`src/rtl/lbp_pkg.sv`:
```
// Shared types and constants for the LBP sample requester: FSM states,
// quadrant codes and window geometry.
package lbp_pkg;

  typedef enum logic [1:0] {
    ST_IDLE,
    ST_ISSUE,
    ST_WAIT,
    ST_DONE
  } state_t;

  localparam logic [1:0] ANG_NE = 2'd0;
  localparam logic [1:0] ANG_NW = 2'd1;
  localparam logic [1:0] ANG_SW = 2'd2;
  localparam logic [1:0] ANG_SE = 2'd3;

  localparam int unsigned WIN_DIM = 7;
  localparam int unsigned CTR     = 3;
  localparam int unsigned WIN_PIX = WIN_DIM * WIN_DIM;

  // Uniform pattern: at most two 0/1 transitions around the circular code.
  function automatic logic lbp_is_uniform(input logic [7:0] v);
    return $countones(v ^ {v[0], v[7:1]}) <= 2;
  endfunction

endpackage

```
`src/rtl/lbp_corner_sel.sv`:
```
// Combinational window tap: the four bilinear corners for one quadrant and
// the on-axis pixel that precedes that quadrant in LBP bit order.
module lbp_corner_sel
  import lbp_pkg::*;
#(
  parameter int unsigned PIX_W = 8
) (
  input  logic [WIN_PIX*PIX_W-1:0] win,
  input  logic [1:0]               rl,
  input  logic [1:0]               angle,
  output logic [PIX_W-1:0]         a,
  output logic [PIX_W-1:0]         b,
  output logic [PIX_W-1:0]         c,
  output logic [PIX_W-1:0]         d,
  output logic [PIX_W-1:0]         axis,
  output logic [PIX_W-1:0]         centre
);

  localparam logic [2:0] MID = 3'(CTR);

  logic [PIX_W-1:0] pix [WIN_DIM][WIN_DIM];
  logic [2:0]       f;
  logic [2:0]       rad;
  logic [2:0]       row_n;
  logic [2:0]       row_f;
  logic [2:0]       col_n;
  logic [2:0]       col_f;
  logic             up;
  logic             right;

  for (genvar gr = 0; gr < WIN_DIM; gr++) begin : g_row
    for (genvar gc = 0; gc < WIN_DIM; gc++) begin : g_col
      assign pix[gr][gc] = win[(gr*WIN_DIM+gc)*PIX_W +: PIX_W];
    end
  end

  always_comb begin
    // A radius code of 0 behaves as 1, which also keeps taps in range after reset.
    f     = (rl == 2'd0) ? 3'd0 : {1'b0, rl} - 3'd1;
    rad   = f + 3'd1;
    up    = (angle == ANG_NE) || (angle == ANG_NW);
    right = (angle == ANG_NE) || (angle == ANG_SE);
    row_n = up    ? MID - f   : MID + f;
    row_f = up    ? MID - rad : MID + rad;
    col_n = right ? MID + f   : MID - f;
    col_f = right ? MID + rad : MID - rad;
    a     = pix[row_n][col_n];
    b     = pix[row_n][col_f];
    c     = pix[row_f][col_n];
    d     = pix[row_f][col_f];
    // Quadrant k pairs with axis E, N, W, S so axis/diagonal bits interleave.
    unique case (angle)
      ANG_NE:  axis = pix[MID][MID + rad];
      ANG_NW:  axis = pix[MID - rad][MID];
      ANG_SW:  axis = pix[MID][MID - rad];
      default: axis = pix[MID + rad][MID];
    endcase
  end

  assign centre = pix[MID][MID];

endmodule

```
`src/rtl/lbp_sample_requester.sv`:
```
// LBP sample requester: issues four diagonal interpolation requests per window
// and assembles the 8-bit LBP code. Optional `uniform` output via LBP_UNIFORM_EN.
module lbp_sample_requester
  import lbp_pkg::*;
#(
  parameter int unsigned PIX_W    = 8,
  parameter int unsigned WAIT_MAX = 31
) (
  input  logic                     clk,
  input  logic                     rst,
  input  logic [WIN_PIX*PIX_W-1:0] win,
  input  logic [1:0]               radius,
  input  logic                     in_valid,
  output logic                     in_ready,
  output logic [PIX_W-1:0]         A,
  output logic [PIX_W-1:0]         B,
  output logic [PIX_W-1:0]         C,
  output logic [PIX_W-1:0]         D,
  output logic [1:0]               r,
  output logic [1:0]               angle,
  output logic                     req_valid,
  input  logic [PIX_W-1:0]         I,
  input  logic                     z,
  output logic [7:0]               code,
  output logic                     err,
  output logic                     out_valid,
  input  logic                     out_ready
`ifdef LBP_UNIFORM_EN
  ,
  output logic                     uniform
`endif
);

  localparam int unsigned       WD_W   = $clog2(WAIT_MAX + 1);
  localparam logic [WD_W-1:0]   WD_LIM = WD_W'(WAIT_MAX);

  state_t                   state_q, state_d;
  logic [WIN_PIX*PIX_W-1:0] win_q, win_d;
  logic [1:0]               rl_q, rl_d;
  logic [1:0]               req_cnt_q, req_cnt_d;
  logic [2:0]               ret_cnt_q, ret_cnt_d;
  logic [WD_W-1:0]          wd_cnt_q, wd_cnt_d;
  logic [7:0]               code_q, code_d;
  logic                     err_q, err_d;

  logic                     accept;
  logic                     take_ret;
  logic                     ret_done;
  logic                     wd_expire;
  logic [PIX_W-1:0]         sel_a, sel_b, sel_c, sel_d, sel_axis, sel_ctr;

  lbp_corner_sel #(.PIX_W(PIX_W)) u_sel (
    .win    (win_q),
    .rl     (rl_q),
    .angle  (req_cnt_q),
    .a      (sel_a),
    .b      (sel_b),
    .c      (sel_c),
    .d      (sel_d),
    .axis   (sel_axis),
    .centre (sel_ctr)
  );

  always_ff @(posedge clk) begin
    if (rst) begin
      state_q   <= ST_IDLE;
      win_q     <= '0;
      rl_q      <= '0;
      req_cnt_q <= '0;
      ret_cnt_q <= '0;
      wd_cnt_q  <= '0;
      code_q    <= '0;
      err_q     <= 1'b0;
    end else begin
      state_q   <= state_d;
      win_q     <= win_d;
      rl_q      <= rl_d;
      req_cnt_q <= req_cnt_d;
      ret_cnt_q <= ret_cnt_d;
      wd_cnt_q  <= wd_cnt_d;
      code_q    <= code_d;
      err_q     <= err_d;
    end
  end

  always_comb begin
    state_d = state_q;
    unique case (state_q)
      ST_IDLE:  if (accept) state_d = ST_ISSUE;
      ST_ISSUE: if (req_cnt_q == 2'd3) state_d = ST_WAIT;
      ST_WAIT:  if (ret_done || wd_expire) state_d = ST_DONE;
      default:  if (out_ready) state_d = ST_IDLE;
    endcase
  end

  always_comb begin
    accept    = in_valid && in_ready;
    ret_done  = (ret_cnt_q == 3'd4);
    take_ret  = z && !ret_cnt_q[2] && ((state_q == ST_ISSUE) || (state_q == ST_WAIT));
    win_d     = win_q;
    rl_d      = rl_q;
    req_cnt_d = req_cnt_q;
    ret_cnt_d = ret_cnt_q;
    code_d    = code_q;
    err_d     = err_q;
    wd_cnt_d  = '0;
    if (state_q == ST_WAIT && !z) begin
      wd_cnt_d = (wd_cnt_q == WD_LIM) ? wd_cnt_q : wd_cnt_q + 1'b1;
    end
    wd_expire = (state_q == ST_WAIT) && !ret_done && (wd_cnt_d == WD_LIM);

    if (state_q == ST_IDLE && accept) begin
      win_d     = win;
      rl_d      = (radius == 2'd0) ? 2'd1 : radius;
      req_cnt_d = '0;
      ret_cnt_d = '0;
      code_d    = '0;
      err_d     = 1'b0;
    end
    if (state_q == ST_ISSUE) begin
      code_d[{req_cnt_q, 1'b0}] = (sel_axis >= sel_ctr);
      // Counter parks at 3 so angle keeps the last quadrant while idle.
      if (req_cnt_q != 2'd3) req_cnt_d = req_cnt_q + 2'd1;
    end
    if (take_ret) begin
      code_d[{ret_cnt_q[1:0], 1'b1}] = (I >= sel_ctr);
      ret_cnt_d = ret_cnt_q + 3'd1;
    end
    if (wd_expire) err_d = 1'b1;
  end

  always_comb begin
    in_ready  = (state_q == ST_IDLE) && !rst;
    req_valid = (state_q == ST_ISSUE);
    out_valid = (state_q == ST_DONE);
    A         = sel_a;
    B         = sel_b;
    C         = sel_c;
    D         = sel_d;
    r         = rl_q;
    angle     = req_cnt_q;
    code      = code_q;
    err       = err_q;
  end

`ifdef LBP_UNIFORM_EN
  logic uniform_q, uniform_d;

  always_comb begin
    uniform_d = uniform_q;
    if (state_d == ST_DONE && state_q != ST_DONE) uniform_d = lbp_is_uniform(code_d);
  end

  always_ff @(posedge clk) begin
    if (rst) uniform_q <= 1'b0;
    else     uniform_q <= uniform_d;
  end

  assign uniform = uniform_q;
`endif

endmodule

```
`config.mk`:
```
export PLATFORM = sky130hd
export DESIGN_NAME = lbp_sample_requester
export DESIGN_NICKNAME = d
export VERILOG_FILES = /design/src/rtl/lbp_pkg.sv /design/src/rtl/lbp_corner_sel.sv /design/src/rtl/lbp_sample_requester.sv
export SDC_FILE = /design/constraint.sdc
export NUM_CORES = 1
export LEC_CHECK = 0
export CORE_ASPECT_RATIO = 1.2
export CORE_MARGIN = 5
export CORE_UTILIZATION = 49
export CTS_CLUSTER_DIAMETER = 150
export CTS_CLUSTER_SIZE = 12
export DETAILED_ROUTE_END_ITERATION = 12
export PLACE_DENSITY_LB_ADDON = 0.12
export SETUP_SLACK_MARGIN = 0.15
export SYNTH_ARGS = -nofsm -noshare
export SYNTH_HDL_FRONTEND = slang
export SYNTH_SLANG_ARGS = --single-unit
export TNS_END_PERCENT = 50
```
`constraint.sdc`:
```
create_clock -name clk -period 4.7 [get_ports clk]
set_input_delay 0.47 -clock clk [delete_from_list [all_inputs] [get_ports clk]]
set_output_delay 0.47 -clock clk [all_outputs]
set_load 0.005 [all_outputs]
```
Word level (Yosys, flattened, before mapping)
Index checks and enable logic that the tools add are counted.
{"block": "classes", "add_sub_neg": 9, "mul": 0, "div_mod_pow": 0, "order_cmp": 12, "eq_ne": 13, "n_shift": 0, "n_mux": 60, "bitwise": 6, "reduce_logical": 26}
{"op": "56-bit binary-select mux with 3-bit select", "n": 4}
{"op": "56-bit two-way mux", "n": 4}
{"op": "8-bit binary-select mux with 3-bit select", "n": 6}
{"op": "32-bit two-way mux", "n": 4}
{"op": "8-bit two-way mux", "n": 15}
{"op": "4-bit greater-or-equal comparator, second input constant", "n": 6}
{"op": "3-bit NOT with 4-bit output", "n": 6}
{"op": "8-bit case mux with 3 select lines", "n": 1}
{"op": "3-bit two-way mux", "n": 7}
{"op": "8-bit bitwise mux", "n": 2}
{"op": "8-bit greater-or-equal comparator", "n": 2}
{"op": "2-bit two-way mux", "n": 8}
{"op": "5-bit equality test, second input constant", "n": 2}
{"op": "1-bit logical AND", "n": 10}
{"op": "5-bit two-way mux", "n": 2}
{"op": "2-bit equality test, second input constant", "n": 4}
{"op": "2-bit logical NOT", "n": 4}
{"op": "3-bit by 4-bit < comparator with 1-bit output, second input constant", "n": 2}
{"op": "2-bit by 3-bit adder with 3-bit output, first input constant", "n": 2}
{"op": "3-bit by 1-bit adder with 3-bit output, second input constant", "n": 2}
{"op": "3-bit by 1-bit greater-or-equal comparator with 1-bit output, second input constant", "n": 2}
{"op": "2-bit inequality test, second input constant", "n": 3}
{"op": "2-bit case mux with 3 select lines", "n": 1}
{"op": "2-bit by 3-bit subtractor with 3-bit output, first input constant", "n": 2}
{"op": "other kinds (13)", "n": 25}
{"block": "totals", "regBits": 415, "latch_bits": 0, "mem_bits_rw": 0, "mem_bits_ro": 0, "inputBits": 407, "output_inout_bits": 48, "wordCells": 134, "mem_count": 0}

Logic depth before layout (Yosys ltp)
Gate-level depths: netlist of the first run.
{"block": "depth", "ltp_word": 14, "ltp_mapped": 23}

Hierarchy
From an unflattened synthesis of the first run, not the netlist that was laid out.
{"block": "unflattened", "cells_unflattened": 3360, "hier_area_um2": 24911.4}
{"mod": "lbp_sample_requester", "instances": 1, "cells_each": 1895, "area_each_um2": 15198.3}
{"mod": "lbp_corner_sel", "instances": 1, "cells_each": 1465, "area_each_um2": 9713.1}

Worst setup path after synthesis of the first run
No wires, ideal clock.
{"block": "synth_timing", "path_kind": "register to register", "startpoint": "register rl_q[0] (netlist: r[0])", "endpoint": "register code_q[0] (netlist: code[0])", "setup_ns": 0.144, "arrival_time_ns": 4.411, "setup_slack_ns": 0.145, "stages_incl_launch_ff": 24, "path_buffers": 6, "period_less_slack_ns": 4.555, "path_cell_list": "dfxtp_1 > nand2b_1 > buf_2 > buf_2 > buf_2 > buf_1 > inv_1 > ha_1 > xnor2_1 > buf_2 > buf_2 > mux2i_1 > nand2_1 > nand3_1 > a31oi_1 > a21oi_1 > ha_1 > nand2b_1 > a21o_1 > a21o_1 > a21oi_1 > nor2b_1 > o21ai_0 > a41oi_1"}
{"block": "synth_between", "elab_chain_len": 14, "elab_cells_between_ends": 26}
{"item": "start: declaration", "line": "lbp_sample_requester.sv:39", "text": "logic [1:0] rl_q, rl_d;"}
{"item": "start signal: assignment", "line": "lbp_sample_requester.sv:77", "text": "rl_q <= rl_d;"}
{"item": "2-bit by 1-bit subtractor with 3-bit output or 2-bit logical NOT (tied branches)", "line": "lbp_corner_sel.sv:39", "text": "f = (rl == 2'd0) ? 3'd0 : {1'b0, rl} - 3'd1;"}
{"item": "3-bit two-way mux *", "line": "lbp_corner_sel.sv:39"}
{"item": "3-bit by 1-bit adder with 3-bit output *", "line": "lbp_corner_sel.sv:40", "text": "rad = f + 3'd1;"}
{"item": "2-bit by 3-bit adder with 3-bit output or 2-bit by 3-bit subtractor with 3-bit output (tied branches)"}
{"item": "3-bit NOT with 4-bit output, on equally long branches"}
{"item": "56-bit binary-select mux with 3-bit select (tied with other cells)", "line": "lbp_corner_sel.sv:56", "text": "default: axis = pix[MID + rad][MID];"}
{"item": "32-bit two-way mux (implied by the code) (tied with other cells) (2 in series)", "line": "lbp_corner_sel.sv:56"}
{"item": "8-bit case mux with 3 select lines *", "line": "lbp_corner_sel.sv:52", "text": "unique case (angle)"}
{"item": "8-bit greater-or-equal comparator *", "line": "lbp_sample_requester.sv:121", "text": "code_d[{req_cnt_q, 1'b0}] = (sel_axis >= sel_ctr);"}
{"item": "8-bit bitwise mux *", "line": "lbp_sample_requester.sv:121"}
{"item": "8-bit two-way mux *", "line": "lbp_sample_requester.sv:120", "text": "if (state_q == ST_ISSUE) begin"}
{"item": "8-bit bitwise mux", "line": "lbp_sample_requester.sv:126", "text": "code_d[{ret_cnt_q[1:0], 1'b1}] = (I >= sel_ctr);"}
{"item": "8-bit two-way mux *", "line": "lbp_sample_requester.sv:125", "text": "if (take_ret) begin"}
{"item": "end signal: assignment", "line": "lbp_sample_requester.sv:81", "text": "code_q <= code_d;"}
{"item": "end: declaration", "line": "lbp_sample_requester.sv:43", "text": "logic [7:0] code_q, code_d;"}
Every way passes the cells marked *; elsewhere a longest branch is shown, timed or not. The select of a mux whose other input is x is not followed.
A chain may end at the register's enable or synchronous reset.

Worst setup path after layout of the first run
{"block": "layout_timing", "startpoint": "register req_cnt_q[0] (netlist: angle[0])", "endpoint": "output port C[0]"}
{"block": "layout_between", "elab_chain_len": 10, "elab_cells_between_ends": 15}
{"item": "start: declaration", "line": "lbp_sample_requester.sv:40", "text": "logic [1:0] req_cnt_q, req_cnt_d;"}
{"item": "start signal: assignment", "line": "lbp_sample_requester.sv:78", "text": "req_cnt_q <= req_cnt_d;"}
{"item": "2-bit by 1-bit equality test with 1-bit output or 2-bit logical NOT (tied branches)", "line": "lbp_corner_sel.sv:41, lbp_corner_sel.sv:42"}
{"item": "1-bit logical OR", "line": "lbp_corner_sel.sv:41", "text": "up = (angle == ANG_NE) || (angle == ANG_NW);"}
{"item": "3-bit two-way mux", "line": "lbp_corner_sel.sv:44", "text": "row_f = up ? MID - rad : MID + rad;"}
{"item": "3-bit NOT with 4-bit output (implied by the code)", "line": "lbp_corner_sel.sv:49", "text": "c = pix[row_f][col_n];"}
{"item": "56-bit binary-select mux with 3-bit select", "line": "lbp_corner_sel.sv:49"}
{"item": "56-bit two-way mux (implied by the code) (2 in series)", "line": "lbp_corner_sel.sv:49"}
{"item": "8-bit binary-select mux with 3-bit select *", "line": "lbp_corner_sel.sv:49"}
{"item": "8-bit two-way mux (implied by the code) * (2 in series)", "line": "lbp_corner_sel.sv:49"}
{"item": "end: declaration", "line": "lbp_sample_requester.sv:17", "text": "output logic [PIX_W-1:0] C,"}
Marks and branches as above.

==> results of run 1 <==
-- stage by stage --
stage               setup WS (ns)  hold slack [ns]  cell area (µm²)  instances  total power, mW
floorplan                   0.220            0.450            25300       3277             7.93
global placement          -0.0873            0.461            31100       4328             11.2
detailed placement        -0.0947            0.479            31100       4328             11.3
CTS                         0.147            0.441            32800       4386             14.4
global route               0.0965            0.474            33100       4404             15.3
finish                     0.0434            0.450            33100       4404             14.9
-- worst register-to-register path: stages, from the launching register on --
cell and delay [ns]:
dfxtp_2 0.38, nand2b_4 0.20, clkinv_2 0.10, ha_2 0.24
buf_4 0.24, xnor2_2 0.45, mux4_2 0.57, and2_0 0.16
a2111oi_0 0.48, a21oi_1 0.11, ha_1 0.21, nand2b_1 0.16
nor2_1 0.40, nand3b_1 0.17, nand3_1 0.14, a41oi_1 0.05
-- final timing paths --
kind,start,endpoint
worst max-delay path,angle[0],C[0]
worst min-delay path,win[193],win_q[193]
worst max register to register,r[0],code[6]
worst min register to register,code[5],code[5]
-- cells in the final DEF, fill, tap and decap left out, drive strengths merged, types with 6 or more instances in the layout --
cell and count:
a2111oi 8, a211oi 24, a21o 13, a21oi 174, a221o 10, a221oi 38, a222oi 6, a22o 7
a22oi 16, a311o 7, a311oi 28, a31oi 51, a32oi 9, and2 9, buf 216, clkbuf 46
clkdlybuf4s50 449, dfxtp 415, ha 34, inv 29, mux2 30, mux2i 84, mux4 70, nand2 705
nand2b 393, nand3 54, nor2 105, nor2b 6, nor3 25, o211ai 33, o21ai 487, o221ai 6
o22ai 7, o31a 7, o31ai 16
-- power breakdown --
part / internal, mW / switching (mW)
clock: 1.53 / 1.31
sequential: 4.13 / 0.958
combinational: 2.97 / 4.01
total: 8.64 / 6.29
-- registers in the layout, indices dropped and copies added, names as in the netlist --
| register | flops |
|---|---|
| wd_cnt_q | 5 |
| err | 1 |
| code | 8 |
| state_q | 2 |
| r | 2 |
| ret_cnt_q | 3 |
| angle | 2 |
| win_q | 392 |
-- layer usage --
layer | vias up | part of all wire [%] | track usage, % | routed length (µm)
met2 | 1886 | 46 | 68.5 | 57800
met3 | 452 | 10 | 9.97 | 13000
met5 | - | 0.019 | 0 | 24
met4 | 4 | 7.1 | 23.4 | 9020
li1 | 12400 | - | - | -
met1 | 13300 | 37 | 52.2 | 46800
-- final cells by class --
type / instances / area, µm²
Timing Repair Buffer: 677 / 6760
Fill cell: 4259 / 18300
Multi-Input combinational cell: 2543 / 16000
Sequential cell: 415 / 8320
Clock buffer: 41 / 1030
Tap cell: 697 / 872
Clock inverter: 1 / 7.51
Inverter: 30 / 114
-- what timing repair did --
action,4_1_cts,5_1_grt
setup buffers,13,15
resized for setup,86,36
endpoints found under the setup margin,32,28
pin swaps,13,13
cloned,3,3
-- cells by family (layout without fill, tap and decap cells) --
logic type      after synthesis  count (layout)
simple gates               1329            1329
mux                         184             184
fa+ha+maj                    34              34
xor+xnor                      5               5
buf+inv                     319             749
compound gates              991             991
flops                       415             415
==> flow_summary_export.csv, run 1 <==
group,metric,value,unit
grt,grt_max_degree,165,
logic_synthesis,synth_area,0.0253,mm²
power,power_leakage,12.2,nW
detailed_routing,vias_per_cell,6.36,
sta,setup_viol,0,
placement,portBuffers,454,
floorplanning,rows,91,
detailed_routing,dr.pass1.iters,6,
cts,h-tree-depth,2,
placement,dp_hpwl,95200,µm
logic_synthesis,synth_area_leader_cell,"dfxtp_1",
logic_synthesis,synth-main-ff-cell,"dfxtp_1",
cts,hold_buffers,0,
sta,max_freq,0.215,GHz
finish,syn_to_final_growth,30.6,%
critical_path,required,4.23,ns
detailed_routing,drc,0,
placement,gp_congestion,1.06,
critical_path,critical_path_class,"reg2out",
critical_path,worst_path_dominant_cell_family,"compound AO/OA/AOI/OAI gates",
critical_path,r2r_cells,15,
critical_path,critPathMaxStageDelay,0.47,ns
logic_synthesis,async_flop_share,0,%
logic_synthesis,synth_mux_area_share,10.9,%
floorplanning,boundaryPins,455,
floorplanning,core,0.0514,mm²
logic_synthesis,synthCells,3277,
logic_synthesis,syn_nets,3718,
logic_synthesis,synth_area_per_cell,7.73,µm²
finish,drive_gt1_share,12.5,%
grt,grt_pass1_vias,27500,
finish,fin_nets,4148,
sta,fin_crit,4.66,ns
logic_synthesis,synthSimpleGateAreaFrac,24.8,%
critical_path,cp-end-kind,"output pin",
logic_synthesis,synth-xor-area-share,0.173,%
cts,clk_latency,0.58,ns
floorplanning,die_area,0.0564,mm²
critical_path,path_max_fanout,15,
grt,grt_pass1_wl,180000,µm
critical_path,worstPathArrival,4.19,ns
cts,cts_root_buf,"clkbuf_16",
logic_synthesis,synth_edf_count,0,
floorplanning,chipWidth,218,µm
critical_path,start_kind,"flip-flop",
floorplanning,initial_core_util,49.3,%
finish,diodes,0,
finish,post-route-util,64.4,%
detailed_routing,num_vias,28000,
logic_synthesis,synth_commonest_cells,"nand2_1 (702), o21ai_0 (477), dfxtp_1 (415)",
logic_synthesis,yosysWarnings,0,
power,ir_worst_vdd,328,µV
critical_path,path_buf_inv,6,
critical_path,r2r_slack,0.49,ns
logic_synthesis,synth_top_family_by_area,"simple AND/OR/NAND/NOR gates",
cts,clock-sinks,415,
sta,tightest_slew,1.11,ns
logic_synthesis,ys_top_cells_by_area,"dfxtp_1 (33%), nand2_1 (10%), nand2b_1 (9.7%), o21ai_0 (9.4%), mux4_2 (6.1%)",
sta,slew-limit-headroom,25.7,%
logic_synthesis,synth_fa_ha_area_share,1.68,%
logic_synthesis,synth_top_area_share,32.8,%
grt,grt-ovfl-total,0,
cts,max-clock-path-buffers,3,
logic_synthesis,synth.most_common_cell,"nand2_1",
logic_synthesis,synth_cell_types,92,
detailed_routing,wirelength,127000,µm
cts,numCtsBuffers,40,
detailed_routing,antenna_left,0,
logic_synthesis,synth-seq-cells,415,
sta,fin_crit_sh,99.1,%
detailed_routing,first_iter_violations,3864,
grt,grtUsageTotal,42.4,%
sta,rsz0062_at_grt,"true",
critical_path,crit_chain,"inv_1, ha_4, buf_12, o21ba_2, a21oi_4, buf_12, buf_4, a222oi_1, nor3_1, a21oi_1, a2bb2oi_1, a22oi_1, buf_4, clkdlybuf4s50_1",
critical_path,path_depth,14,
floorplanning,die_h,259,µm
logic_synthesis,synth_compound_area_share,23.7,%
sta,drv_slew,0,
grt,antenna_found_initial,3,
power,p_per_area,451,mW/mm²
min_path,worstHoldPathType,"in2reg",
logic_synthesis,synth_seq_area_share,32.8,%
run,drv_cap,0,
detailed_routing,wl_per_cell,28.8,µm
min_path,whs_path_depth,3,
sta,hold_viol,0,
cts,cts_tree,"done",
sta,skew,0.0172,ns
outcome,status,"finished clean",
cts,path_clk_slew,0.07,ns
sta,finalSetupTns,0,ns
critical_path,cpMaxStageDelayCell,"a2bb2oi_1",
Note: power is estimated with default switching activity, not from simulation.
==> run 2, diff against run 1 <==
Settings changed: CORE_UTILIZATION 49 to 50, RECOVER_POWER set to 50.
Clock period 4.7 ns to 4.3 ns, I/O delays scaled along.
==> flow_summary_export.csv, run 2 (synthesized netlist as in run 1, its figures left out) <==
group,metric,value,unit
outcome,status,"finished, violations left",
outcome,violations,"max-capacitance violations, max-slew violations, negative setup slack",
min_path,worstHoldPathType,"in2reg",
sta,rsz0062_at_grt,"true",
finish,drive_gt1_share,16.4,%
finish,syn_to_final_growth,36.4,%
finish,final_cell_mix,"nand2_1 (701), o21ai_0 (462), clkdlybuf4s50_1 (417)",
critical_path,worst_path_dominant_cell_family,"compound AO/OA/AOI/OAI gates",
detailed_routing,wl_per_cell,29.5,µm
detailed_routing,vias_per_cell,6.57,
grt,grt_max_degree,213,
sta,max_freq,0.222,GHz
placement,dp_hpwl,94600,µm
detailed_routing,dr.pass1.iters,8,
power,p_per_area,493,mW/mm²
detailed_routing,antenna_left,0,
floorplanning,chipWidth,215,µm
finish,fin_nets,4234,
sta,slew-limit-headroom,-75.2,%
sta,skew,0.0341,ns
critical_path,start_kind,"flip-flop",
critical_path,critPathMostFrequentCell,"buf_4",
cts,clock-sinks,415,
critical_path,critPathMaxStageDelay,0.50,ns
grt,grt_pass1_vias,28600,
cts,numCtsBuffers,40,
cts,max-clock-path-buffers,3,
power,power_leakage,13.1,nW
floorplanning,rows,90,
sta,finalWorstSetupSlack,-0.207,ns
placement,gp_congestion,1.07,
critical_path,crit_chain,"nand2b_4, ha_4, o21ba_4, a21oi_4, buf_6, buf_4, nand2_1, a311oi_2, buf_4, a21oi_2, o211ai_1, a2bb2oi_1, buf_4, clkdlybuf4s50_1",
critical_path,critical_path_class,"reg2out",
placement,place_area,0.0314,mm²
sta,finalSetupTns,-0.460,ns
detailed_routing,drc,0,
sta,drv_slew,45,
floorplanning,initial_core_util,50.4,%
floorplanning,boundaryPins,455,
critical_path,worstPathArrival,4.08,ns
run,drv_cap,1,
cts,cts_root_buf,"clkbuf_16",
cts,cts_tree,"done",
sta,hold_viol,0,
grt,grt-ovfl-total,0,
sta,setup_viol,4,
grt,grtUsageTotal,44.1,%
finish,final_common_cell,"nand2_1",
sta,whs,0.337,ns
power,ir_worst_vdd,448,µV
cts,h-tree-depth,2,
grt,antenna_found_initial,4,
floorplanning,core,0.0502,mm²
cts,clk_latency,0.59,ns
finish,diodes,0,
finish,regMostFlops,"win_q",
sta,fin_crit_sh,105,%
floorplanning,die_area,0.0553,mm²
cts,path_clk_slew,0.08,ns
grt,grt_pass1_wl,185000,µm
cts,hold_buffers,0,
critical_path,cpMaxStageDelayCell,"o211ai_1",
finish,fin_cells,4437,
critical_path,required,3.87,ns
finish,stdcell_area,0.0345,mm²
sta,fin_crit,4.51,ns
finish,filler_cell_count,3875,
placement,portBuffers,454,
critical_path,cp-end-kind,"output pin",
sta,tightest_slew,2.63,ns
finish,largest_reg_flops,392,
critical_path,path_buf_inv,5,
detailed_routing,first_iter_violations,4007,
floorplanning,die_h,257,µm
detailed_routing,num_vias,29200,
critical_path,path_max_fanout,7,
detailed_routing,wirelength,131000,µm
placement,dp_cells,4322,
==> run 2: cell types whose count changed in the layout (fill, tap and decap cells not counted), sizes merged, moves of 5 or more <==
cell / change
dlygate4sd3: +10
dlymetal6s2s: +10
bufbuf: +5
buf: +74
dlygate4sd2: +5
clkdlybuf4s50: -32
clkbuf: +11
==> run 2: stage by stage <==
stage	utilization (%)	power (mW)	setup slack, ns
final	68.8	17.0	-0.207
after global routing	68.8	17.5	-0.135
after CTS	66.9	16.2	-0.0694
after detailed placement	62.6	12.5	-0.0926
after global placement	62.6	12.4	-0.0331
after floorplan	-	8.67	0.150
==> run 2: power breakdown <==
group / switching, mW / internal [mW]
logic: 4.72 / 3.65
clock network: 1.44 / 1.68
registers: 1.03 / 4.52
total: 7.18 / 9.84
==> run 2: worst paths after layout <==
kind / start / slack, ns / depth (start not counted) / end
worst min register to register: ret_cnt_q[2] / 0.48 / 2 / ret_cnt_q[2]
worst max register to register: r[0] / 0.23 / 17 / code[0]
worst max-delay path: r[0] / -0.21 / 14 / C[5]
worst min-delay path: rst / 0.34 / 2 / err
==> run 2: timing repair <==
action / CTS / global route
cloned: 10 / 7
pin swaps: 28 / 48
gates resized for setup: 130 / 140
setup endpoints to repair: 32 / 35
buffers inserted: 33 / 24
==> run 2: area by class of cell <==
cell class	count	area, µm²	share of cell area [%]
clock inverters	1	7.51	0.0217
clock buffers	41	1030	2.97
repair buffers	761	7740	22.4
inverters	30	120	0.348
well taps	644	806	2.33
multi-input cells	2545	16500	47.8
flip-flops and latches	415	8320	24.1
==> run 2: metal layers <==
metal	routed length (µm)	track usage, %	share of wire (%)	vias to the layer above
met3	13600	10.9	10	627
met1	46200	52.0	35	13900
met4	11200	27.9	8.6	4
met5	19	0	0.015	-
li1	-	-	-	12500
met2	59700	72.0	46	2095
